<file path="src/rtl/ddr_tg_pkg.sv">
// Shared types and helpers for the DDR AXI traffic generator.
// Latency: n/a (types, constants and a pure function).
// Backpressure: n/a.
package ddr_tg_pkg;

    typedef enum logic [2:0] {
        S_IDLE,
        S_WR_ADDR,
        S_WR_DATA,
        S_WR_WAIT,
        S_RD_ADDR,
        S_RD_DATA,
        S_DONE
    } tg_state_e;

    localparam int TG_ADDR_STEP = 8;
    localparam int TG_TIMEOUT   = 4095;
    localparam int TG_MAX_DW    = 1024;

    // Lane k of a beat at address addr is seed ^ addr ^ k; lanes beyond dw are zero.
    function automatic logic [TG_MAX_DW-1:0] gen_beat(input logic [31:0] seed,
                                                      input logic [31:0] addr,
                                                      input int          dw);
        logic [TG_MAX_DW-1:0] beat;
        beat = '0;
        for (int k = 0; k < TG_MAX_DW / 32; k++) begin
            if (k < dw / 32) begin
                beat[k*32 +: 32] = seed ^ addr ^ 32'(k);
            end
        end
        return beat;
    endfunction

endpackage

</file>
<file path="src/rtl/ddr_tg_pattern_chk.sv">
// Expected-beat generator (combinational) plus registered read comparator and error counter.
// Latency: exp_dat is 0 cycles from beat_addr; mis/err_cnt update 1 cycle after a checked beat.
// Backpressure: none; every chk_vld cycle is compared. Macro DDR_TG_ERR_CAPTURE_EN adds first-mismatch capture.
module ddr_tg_pattern_chk
    import ddr_tg_pkg::*;
#(
    parameter int ADDR_WIDTH = 28,
    parameter int DATA_WIDTH = 256
) (
    input  logic                  core_clk,
    input  logic                  core_rst,
    input  logic                  clr,
    input  logic [31:0]           seed,
    input  logic [ADDR_WIDTH-1:0] beat_addr,
    input  logic                  chk_vld,
    input  logic [DATA_WIDTH-1:0] act_dat,
    output logic [DATA_WIDTH-1:0] exp_dat,
    output logic                  mis,
    output logic [15:0]           err_cnt
`ifdef DDR_TG_ERR_CAPTURE_EN
    ,
    output logic [ADDR_WIDTH-1:0] err_addr,
    output logic [DATA_WIDTH-1:0] err_exp,
    output logic [DATA_WIDTH-1:0] err_act
`endif
);

    logic        mis_now;
    logic        mis_q, mis_d;
    logic [15:0] err_cnt_q, err_cnt_d;

    // Expected data for the beat being written or read, and the raw compare.
    always_comb begin
        exp_dat = DATA_WIDTH'(gen_beat(seed, 32'(beat_addr), DATA_WIDTH));
        mis_now = chk_vld && (act_dat != exp_dat);
    end

    // Mismatch pulse and saturating mismatch counter, both cleared by a new run.
    always_comb begin
        mis_d     = mis_now;
        err_cnt_d = err_cnt_q;
        if (clr) begin
            mis_d     = 1'b0;
            err_cnt_d = '0;
        end else if (mis_now && (err_cnt_q != 16'hFFFF)) begin
            err_cnt_d = err_cnt_q + 16'd1;
        end
    end

    // Comparator state registers.
    always_ff @(posedge core_clk) begin
        if (core_rst) begin
            mis_q     <= 1'b0;
            err_cnt_q <= '0;
        end else begin
            mis_q     <= mis_d;
            err_cnt_q <= err_cnt_d;
        end
    end

    assign mis     = mis_q;
    assign err_cnt = err_cnt_q;

`ifdef DDR_TG_ERR_CAPTURE_EN
    logic [ADDR_WIDTH-1:0] cap_addr_q, cap_addr_d;
    logic [DATA_WIDTH-1:0] cap_exp_q, cap_exp_d;
    logic [DATA_WIDTH-1:0] cap_act_q, cap_act_d;

    // Capture only the first mismatch of a run (counter still zero at that beat).
    always_comb begin
        cap_addr_d = cap_addr_q;
        cap_exp_d  = cap_exp_q;
        cap_act_d  = cap_act_q;
        if (clr) begin
            cap_addr_d = '0;
            cap_exp_d  = '0;
            cap_act_d  = '0;
        end else if (mis_now && (err_cnt_q == 16'd0)) begin
            cap_addr_d = beat_addr;
            cap_exp_d  = exp_dat;
            cap_act_d  = act_dat;
        end
    end

    // Capture registers.
    always_ff @(posedge core_clk) begin
        if (core_rst) begin
            cap_addr_q <= '0;
            cap_exp_q  <= '0;
            cap_act_q  <= '0;
        end else begin
            cap_addr_q <= cap_addr_d;
            cap_exp_q  <= cap_exp_d;
            cap_act_q  <= cap_act_d;
        end
    end

    assign err_addr = cap_addr_q;
    assign err_exp  = cap_exp_q;
    assign err_act  = cap_act_q;
`endif

endmodule

</file>
<file path="src/rtl/ddr_axi_tg_master.sv">
// Traffic generator: per burst writes a seeded pattern, reads it back and checks it (DDR_TG_ERR_CAPTURE_EN adds error capture).
// Latency: start to awvalid 1 cycle; one write beat per wready cycle; read checks registered 1 cycle.
// Backpressure: holds aw/ar until ready; write beats advance only on wready; every rvalid beat is accepted.
module ddr_axi_tg_master
    import ddr_tg_pkg::*;
#(
    parameter int         ADDR_WIDTH = 28,
    parameter int         DATA_WIDTH = 256,
    parameter int         ADDR_STEP  = TG_ADDR_STEP,
    parameter logic [3:0] PORT_ID    = 4'd0,
    parameter int         TIMEOUT    = TG_TIMEOUT
) (
    input  logic                    core_clk,
    input  logic                    core_rst,
    input  logic                    ddr_init_done,
    input  logic                    start,
    input  logic [ADDR_WIDTH-1:0]   cfg_start_addr,
    input  logic [3:0]              cfg_len,
    input  logic [15:0]             cfg_num_bursts,
    input  logic [31:0]             cfg_seed,
    output logic                    busy,
    output logic                    done,
    output logic                    err,
    output logic [15:0]             err_cnt,
    output logic [ADDR_WIDTH-1:0]   axi_awaddr,
    output logic [3:0]              axi_awlen,
    output logic [3:0]              axi_awuser_id,
    output logic                    axi_awuser_ap,
    output logic                    axi_awvalid,
    input  logic                    axi_awready,
    output logic [DATA_WIDTH-1:0]   axi_wdata,
    output logic [DATA_WIDTH/8-1:0] axi_wstrb,
    input  logic                    axi_wready,
    input  logic [3:0]              axi_wusero_id,
    input  logic                    axi_wusero_last,
    output logic [ADDR_WIDTH-1:0]   axi_araddr,
    output logic [3:0]              axi_arlen,
    output logic [3:0]              axi_aruser_id,
    output logic                    axi_aruser_ap,
    output logic                    axi_arvalid,
    input  logic                    axi_arready,
    input  logic [DATA_WIDTH-1:0]   axi_rdata,
    input  logic [3:0]              axi_rid,
    input  logic                    axi_rlast,
    input  logic                    axi_rvalid
`ifdef DDR_TG_ERR_CAPTURE_EN
    ,
    output logic [ADDR_WIDTH-1:0]   err_addr,
    output logic [DATA_WIDTH-1:0]   err_exp,
    output logic [DATA_WIDTH-1:0]   err_act
`endif
);

    localparam int WDW = $clog2(TIMEOUT + 1);

    tg_state_e             state_q, state_d;
    logic [3:0]            beat_q, beat_d;
    logic [3:0]            len_q, len_d;
    logic [15:0]           bursts_q, bursts_d;
    logic [ADDR_WIDTH-1:0] addr_q, addr_d;
    logic [31:0]           seed_q, seed_d;
    logic [WDW-1:0]        wdog_q, wdog_d;
    logic                  err_q, err_d;

    logic                  clr, chk_vld, beat_evt, wdog_hit, mis;
    logic [ADDR_WIDTH-1:0] beat_addr, burst_step;
    logic [DATA_WIDTH-1:0] exp_dat;

    assign beat_addr  = addr_q + ADDR_WIDTH'(beat_q) * ADDR_WIDTH'(ADDR_STEP);
    assign burst_step = ADDR_WIDTH'((32'(len_q) + 32'd1) * 32'(ADDR_STEP));
    assign wdog_hit   = (wdog_q == WDW'(TIMEOUT));

    ddr_tg_pattern_chk #(
        .ADDR_WIDTH (ADDR_WIDTH),
        .DATA_WIDTH (DATA_WIDTH)
    ) u_chk (
        .core_clk  (core_clk),
        .core_rst  (core_rst),
        .clr       (clr),
        .seed      (seed_q),
        .beat_addr (beat_addr),
        .chk_vld   (chk_vld),
        .act_dat   (axi_rdata),
        .exp_dat   (exp_dat),
        .mis       (mis),
        .err_cnt   (err_cnt)
`ifdef DDR_TG_ERR_CAPTURE_EN
        ,
        .err_addr  (err_addr),
        .err_exp   (err_exp),
        .err_act   (err_act)
`endif
    );

    // Next-state, per-burst bookkeeping, protocol checks, watchdog and channel outputs.
    always_comb begin
        state_d  = state_q;
        beat_d   = beat_q;
        len_d    = len_q;
        bursts_d = bursts_q;
        addr_d   = addr_q;
        seed_d   = seed_q;
        err_d    = err_q;
        clr      = 1'b0;
        chk_vld  = 1'b0;
        beat_evt = 1'b0;

        case (state_q)
            S_IDLE: begin
                if (start && ddr_init_done) begin
                    state_d  = S_WR_ADDR;
                    len_d    = cfg_len;
                    seed_d   = cfg_seed;
                    addr_d   = cfg_start_addr;
                    bursts_d = (cfg_num_bursts == 16'd0) ? 16'd1 : cfg_num_bursts;
                    beat_d   = '0;
                    err_d    = 1'b0;
                    clr      = 1'b1;
                end
            end
            S_WR_ADDR: if (axi_awready) state_d = S_WR_DATA;
            S_WR_DATA: begin
                if (axi_wready) begin
                    beat_evt = 1'b1;
                    if (beat_q == len_q) begin
                        beat_d  = '0;
                        state_d = S_WR_WAIT;
                    end else begin
                        beat_d = beat_q + 4'd1;
                    end
                end
            end
            S_WR_WAIT: begin
                if (axi_wusero_last && (axi_wusero_id == PORT_ID)) begin
                    state_d = S_RD_ADDR;
                end else begin
                    // A completion for another port is a routing fault; keep waiting for ours.
                    if (axi_wusero_last) err_d = 1'b1;
                    if (wdog_hit) begin
                        err_d   = 1'b1;
                        state_d = S_DONE;
                    end
                end
            end
            S_RD_ADDR: if (axi_arready) state_d = S_RD_DATA;
            S_RD_DATA: begin
                if (axi_rvalid) begin
                    beat_evt = 1'b1;
                    chk_vld  = 1'b1;
                    if (axi_rid != PORT_ID) err_d = 1'b1;
                    if (axi_rlast != (beat_q == len_q)) err_d = 1'b1;
                    if (beat_q == len_q) begin
                        beat_d = '0;
                        if (bursts_q <= 16'd1) begin
                            state_d = S_DONE;
                        end else begin
                            bursts_d = bursts_q - 16'd1;
                            addr_d   = addr_q + burst_step;
                            state_d  = S_WR_ADDR;
                        end
                    end else begin
                        beat_d = beat_q + 4'd1;
                    end
                end else if (wdog_hit) begin
                    err_d   = 1'b1;
                    state_d = S_DONE;
                end
            end
            S_DONE:  state_d = S_IDLE;
            default: state_d = S_IDLE;
        endcase

        // Data mismatches land one cycle after the beat, possibly in the next state.
        if (mis && !clr) err_d = 1'b1;

        // Watchdog restarts on any state change or beat; it only runs while waiting on the slave.
        if (((state_q == S_WR_WAIT) || (state_q == S_RD_DATA)) && (state_d == state_q) && !beat_evt) begin
            wdog_d = wdog_q + WDW'(1);
        end else begin
            wdog_d = '0;
        end

        // Valids are gated by reset so they drop in the reset cycle itself.
        busy          = (state_q != S_IDLE);
        done          = (state_q == S_DONE);
        err           = err_q;
        axi_awvalid   = (state_q == S_WR_ADDR) && !core_rst;
        axi_arvalid   = (state_q == S_RD_ADDR) && !core_rst;
        axi_awaddr    = addr_q;
        axi_araddr    = addr_q;
        axi_awlen     = len_q;
        axi_arlen     = len_q;
        axi_awuser_id = (state_q == S_WR_ADDR) ? PORT_ID : 4'd0;
        axi_aruser_id = (state_q == S_RD_ADDR) ? PORT_ID : 4'd0;
        axi_awuser_ap = 1'b0;
        axi_aruser_ap = 1'b0;
        axi_wdata     = (state_q == S_WR_DATA) ? exp_dat : '0;
        axi_wstrb     = core_rst ? '0 : '1;
    end

    // State and run-configuration registers.
    always_ff @(posedge core_clk) begin
        if (core_rst) begin
            state_q  <= S_IDLE;
            beat_q   <= '0;
            len_q    <= '0;
            bursts_q <= '0;
            addr_q   <= '0;
            seed_q   <= '0;
            wdog_q   <= '0;
            err_q    <= 1'b0;
        end else begin
            state_q  <= state_d;
            beat_q   <= beat_d;
            len_q    <= len_d;
            bursts_q <= bursts_d;
            addr_q   <= addr_d;
            seed_q   <= seed_d;
            wdog_q   <= wdog_d;
            err_q    <= err_d;
        end
    end

endmodule

</file>
<file path="config.mk">
export PLATFORM = sky130hd
export DESIGN_NAME = ddr_axi_tg_master
export DESIGN_NICKNAME = d
export VERILOG_FILES = /design/src/rtl/ddr_tg_pkg.sv /design/src/rtl/ddr_tg_pattern_chk.sv /design/src/rtl/ddr_axi_tg_master.sv
export SDC_FILE = /design/constraint.sdc
export NUM_CORES = 1
export LEC_CHECK = 0
export ABC_AREA = 1
export CAP_MARGIN = 20
export CORE_AREA = 2 2 285 287
export DETAILED_ROUTE_END_ITERATION = 10
export DIE_AREA = 0 0 287 289
export SYNTH_ARGS = -nofsm -noshare
export SYNTH_HDL_FRONTEND = slang
export SYNTH_SLANG_ARGS = --single-unit
</file>
<file path="constraint.sdc">
create_clock -name core_clk -period 8.4 [get_ports core_clk]
set_input_delay 2.1 -clock core_clk [delete_from_list [all_inputs] [get_ports core_clk]]
set_output_delay 2.1 -clock core_clk [all_outputs]
set_load 0.01 [all_outputs]
</file>
==> results of run 1 <==
## worst max-delay path: stages (launching register included)
cell and delay [ns]:
dfxtp_1 0.42, ha_1 0.23, inv_1 0.07, fa_1 0.44, nor2_1 0.13, nor2_1 0.11
nor2_4 0.18, nand3_2 0.25, nand2_4 0.21, inv_1 0.06, nor2_1 0.76, clkdlybuf4s50_1 0.80
## layer usage
layer	part of all wire, %	track usage (%)	vias to the layer above
met5	0.53	0	-
met3	8.2	5.17	90
met2	46	26.0	527
met4	0.87	2.60	60
met1	44	20.3	6780
li1	-	-	7608
## power groups by stage
stage | Combinational [mW] | Clock, mW | Sequential, mW
after floorplan | 0.421 | 0 | 0.632
after global placement | 0.800 | 0 | 0.650
after detailed placement | 0.805 | 0 | 0.651
after CTS | 0.809 | 0.862 | 0.639
after global routing | 0.885 | 0.881 | 0.643
final | 0.798 | 0.838 | 0.637
## worst paths after layout
kind,to,cells past startpoint,start
worst min-delay path,wdog_q[3]$_SDFF_PP0_,2,wdog_q[3]$_SDFF_PP0_
worst max-delay path,axi_wdata[91],11,beat_q[0]$_SDFFE_PP0P_
worst min register to register,wdog_q[3]$_SDFF_PP0_,2,wdog_q[3]$_SDFF_PP0_
worst max register to register,u_chk.err_cnt[1]$_SDFFE_PP0P_,23,beat_q[0]$_SDFFE_PP0P_
## sequential cells by signal, indices dropped and copies added (netlist names)
| register | flops |
|---|---|
| u_chk.mis | 1 |
| u_chk.err_cnt | 16 |
| axi_araddr | 28 |
| bursts_q | 16 |
| seed_q | 32 |
| wdog_q | 12 |
| err | 1 |
| axi_arlen | 4 |
| beat_q | 4 |
| state_q | 3 |
## area by class of cell
type,count,area [µm²],area share [%]
antenna,3,7.51,0.0373
sequential,117,2340,11.6
multi-input combinational,1499,7400,36.8
timing repair buffer,740,7370,36.6
tap,1060,1330,6.59
clock inverter,12,200,0.995
inverter,269,1010,5.02
clock buffer,20,457,2.27
## cell families after synthesis
family,Yosys count,synth area share (%)
compound gates,248,10.7
fa+ha+maj,17,1.73
buf+inv,612,26.1
simple gates,1157,39.2
flops,117,17.8
other cells,1,0.0286
xor+xnor,67,4.47
## cells in the final DEF (no fill, tap or decap), types with 9 or more instances in the layout
cell type,synthesis,final
xnor2_1,36,36
nor2_1,288,287
buf_4,294,14
nand3_1,120,120
inv_1,254,252
nor3_1,25,25
nand3b_1,19,19
o21ai_0,102,102
ha_1,15,15
nand2_4,9,9
nand2_1,555,555
dfxtp_1,117,117
inv_2,12,14
a21oi_1,89,89
nand4_1,57,57
nor4_1,14,14
clkbuf_16,0,17
xor2_1,31,31
clkdlybuf4s50_1,0,725
conb_1,1,10
nand2_2,23,23
## per-stage QoR
step                      util [%]  area (µm²)
final                         25.2       20100
after global routing          25.2       20100
after CTS                     25.2       20100
after detailed placement      24.3       19400
after global placement        24.3       19400
after floorplan                  -       13200
==> impl_metrics.ini, run 1 <==
[run_status]
status = complete, no violations

[final_layout]
fin_cells = 3720
fill_cells = 8904
fin_nets = 3015
layout-drive-gt1-share_pct = 4.89
area_delta_synth_final_pct = 53.2

[synth]
async_flop_share_pct = 0
synth-main-ff-cell = dfxtp_1
synth_seq_cells = 117
synth_edf_count = 0
syn_area_um2 = 13100
synth_area_leader_cell = dfxtp_1
syn_inst = 2219
syn_area_per_cell_um2 = 5.92
ys_types = 55
synth_area_leaders = dfxtp_1 (18%), buf_4 (17%), nand2_1 (16%), nor2_1 (8.2%), inv_1 (7.3%)
synth_common_cells = nand2_1 (555), buf_4 (294), nor2_1 (288)
ys_warn_count = 0
synth.most_common_cell = nand2_1
synth_top_area_share_pct = 17.8
ys_seq_area_share_pct = 17.8

[place]
place_ws_ns = 2.57
post-place-cells = 3685
portBuffers = 726
dp_hpwl_um = 58600
globalplace.congestion = 0.871

[timing]
hold-worst-slack_ns = 0.470
slew_headroom_pct = 28.1
setup_viol_count_final = 0
hold_viol_final = 0
post-route-period-util_pct = 74.1
setup_tns_ns = 0
layout_min_cycle_time_ns = 6.22
rsz0062_at_grt = false
setup_slack_ns = 2.18
fmaxAchievable_mhz = 161
tightest_slew_ns = 1.08
final_max_slew_viol_count = 0
skew_ns = 0.00745

[pwr]
leakage_nw = 8.17
power_frac_clock_pct = 36.9
report.power.total_mw = 2.27
p_sw_mw = 0.767
vdd_drop_max_mv = 0.140
power_density_nw_per_um2 = 113
internal-power_mw = 1.51
swShare_pct = 33.8
p_seq_share_pct = 28.0
combPwrFrac_pct = 35.1

[route]
drc = 0
post_drt_wl_per_cell_um = 18.6
routed_wl_um = 69300
postRouteAntennaNets = 0
num_vias = 15100
dr.pass1.iters = 6
viasPerCell = 4.05
drt_iter0_drc = 765

[global_routing]
grt_remaining_overflow = 0
track_usage_pct = 15.8
grt_pass1_wl_um = 95200
grt_max_degree = 56
grt_pass1_vias = 13600
antenna_found_initial = 35

[clock_network]
cts_buffers = 17
cts-hold-fix-buffers = 0
cts_resized = 0
cts_setup_buffers = 0
cts_root_buffer = clkbuf_16
clock_sinks = 117
cts_tree = yes
path_clk_slew_ns = 0.06
insertion_delay_ns = 0.44
max-clock-path-buffers = 2
h-tree-depth = 4

[floorplan]
die_x_um = 287
initial_core_util_pct = 16.4
die_y_um = 289
die-area_um2 = 82900
coreArea_um2 = 79900
rows = 104
ios = 737

[worst_setup_path]
crit_type = reg2out
worstPathArrival_ns = 4.12
start_kind = flop
crit_required_ns = 6.30
r2r_slack_ns = 4.40
path_max_fanout = 8
worst_setup_path_end_kind = primary output

[job]
maxCapViolations = 0

[hold_path]
hp-class = reg2reg
(Power assumes the default switching activity.)
==> run 2, diff against run 1 <==
- clock period: 8.4 -> 6.4 ns (I/O delays scaled with it)
==> impl_metrics.ini, run 2 (synthesized netlist as in run 1, its figures left out) <==
[global_routing]
track_usage_pct = 15.8
grt_max_degree = 54
antenna_found_initial = 36
grt_pass1_wl_um = 94800
grt_remaining_overflow = 0
grt_pass1_vias = 13600

[route]
dr.pass1.iters = 5
postRouteAntennaNets = 0
drt_iter0_drc = 844
post_drt_wl_per_cell_um = 18.6
num_vias = 15100
routed_wl_um = 69400
drc = 0
viasPerCell = 4.07

[timing]
tightest_slew_ns = 0.983
final_max_slew_viol_count = 0
setup_tns_ns = 0
skew_ns = 0.0121
fmaxAchievable_mhz = 183
rsz0062_at_grt = false
layout_min_cycle_time_ns = 5.48
slew_headroom_pct = 34.2
setup_viol_count_final = 0
hold_viol_final = 0
post-route-period-util_pct = 85.6

[final_layout]
area_delta_synth_final_pct = 53.2
layout-drive-gt1-share_pct = 4.93
layout_commonest_cell = clkdlybuf4s50_1
largest_reg_flops = 32
layout.cells.most_common_list = clkdlybuf4s50_1 (725), nand2_1 (555), nor2_1 (287), inv_1 (252), nand3_1 (120)
post-route-util_pct = 25.2
top_register = seed_q
fin_nets = 3016

[clock_network]
cts_setup_buffers = 0
cts_buffers = 17
h-tree-depth = 4
max-clock-path-buffers = 2
path_clk_slew_ns = 0.06
clock_sinks = 117
cts_tree = yes
cts_root_buffer = clkbuf_16
cts_resized = 0
insertion_delay_ns = 0.44
cts-hold-fix-buffers = 0

[floorplan]
ios = 737
initial_core_util_pct = 16.4
die-area_um2 = 82900
die_y_um = 289
coreArea_um2 = 79900
die_x_um = 287
rows = 104

[pwr]
p_seq_share_pct = 28.3
report.power.total_mw = 2.96
internal-power_mw = 1.95
swShare_pct = 34.1
power_density_nw_per_um2 = 147
p_sw_mw = 1.01
leakage_nw = 8.17
power_frac_clock_pct = 36.1
vdd_drop_max_mv = 0.193
combPwrFrac_pct = 35.6

[run_status]
status = complete, no violations

[worst_setup_path]
worst_setup_path_end_kind = primary output
path_max_fanout = 8
start_kind = flop
worstPathArrival_ns = 3.88
crit_type = reg2out
crit_required_ns = 4.80

[place]
globalplace.congestion = 0.881
portBuffers = 726
dp_hpwl_um = 59100

[job]
maxCapViolations = 0

[hold_path]
hp-class = reg2reg
run 2: cell count changes in the layout (fill, tap and decap cells not counted):
cell | before | now
clkinvlp_4 | 3 | 4
bufinv_16 | 5 | 4
buf_4 | 14 | 15
clkinv_2 | 2 | 1
clkbuf_8 | 2 | 3
run 2: path summary, 6_finish.rpt:
path                          start  cells past startpoint  slack [ns]                       endpoint
max          beat_q[0]$_SDFFE_PP0P_                     11        0.92                  axi_wdata[43]
min          seed_q[5]$_SDFFE_PP0P_                      2        0.47         seed_q[5]$_SDFFE_PP0P_
max reg2reg  beat_q[0]$_SDFFE_PP0P_                     23        2.35  u_chk.err_cnt[1]$_SDFFE_PP0P_
min reg2reg  seed_q[5]$_SDFFE_PP0P_                      2        0.47         seed_q[5]$_SDFFE_PP0P_
run 2: layer usage:
layer  share of wire (%)  GRT usage (%)  up-vias
met5                0.51              0        -
met4                 1.6           3.36       56
met3                 9.5           5.57      100
met2                  46           25.5      575
met1                  43           20.1     6795
li1                    -              -     7620
run 2: per-stage QoR:
step	instances	hold slack [ns]	cell area, µm²	worst slack, ns
2_1_floorplan	2228	0.430	13200	1.69
6_report	3721	0.466	20100	0.923
4_1_cts	3717	0.468	20100	0.801
5_1_grt	3719	0.490	20100	0.607
3_3_place_gp	3685	0.447	19400	1.31
3_5_place_dp	3685	0.454	19400	1.30
run 2: final cells by class:
type / count / area, µm²
well taps: 1060 / 1330
fillers: 8963 / 59800
multi-input cells: 1499 / 7400
clock inverters: 11 / 173
flip-flops and latches: 117 / 2340
clock buffers: 21 / 470
diodes: 3 / 7.51
inverters: 269 / 1010
repair buffers: 741 / 7370
run 2: worst max-delay path, cell delays in order, from the launching register on:
cell	delay, ns
dfxtp_1	0.42
ha_1	0.24
inv_1	0.07
fa_1	0.44
inv_1	0.14
nand3_1	0.08
nand2_1	0.11
nand3_1	0.12
nand2_1	0.26
inv_1	0.13
nor2_1	0.67
clkdlybuf4s50_1	0.74
run 2: power by group through the flow:
stage                     clock [mW]  sequential (mW)  combinational, mW
after floorplan                    0            0.829              0.553
after global placement             0            0.853               1.06
after detailed placement           0            0.855               1.06
after CTS                       1.10            0.839               1.07
after global routing            1.12            0.845               1.17
final                           1.07            0.838               1.05
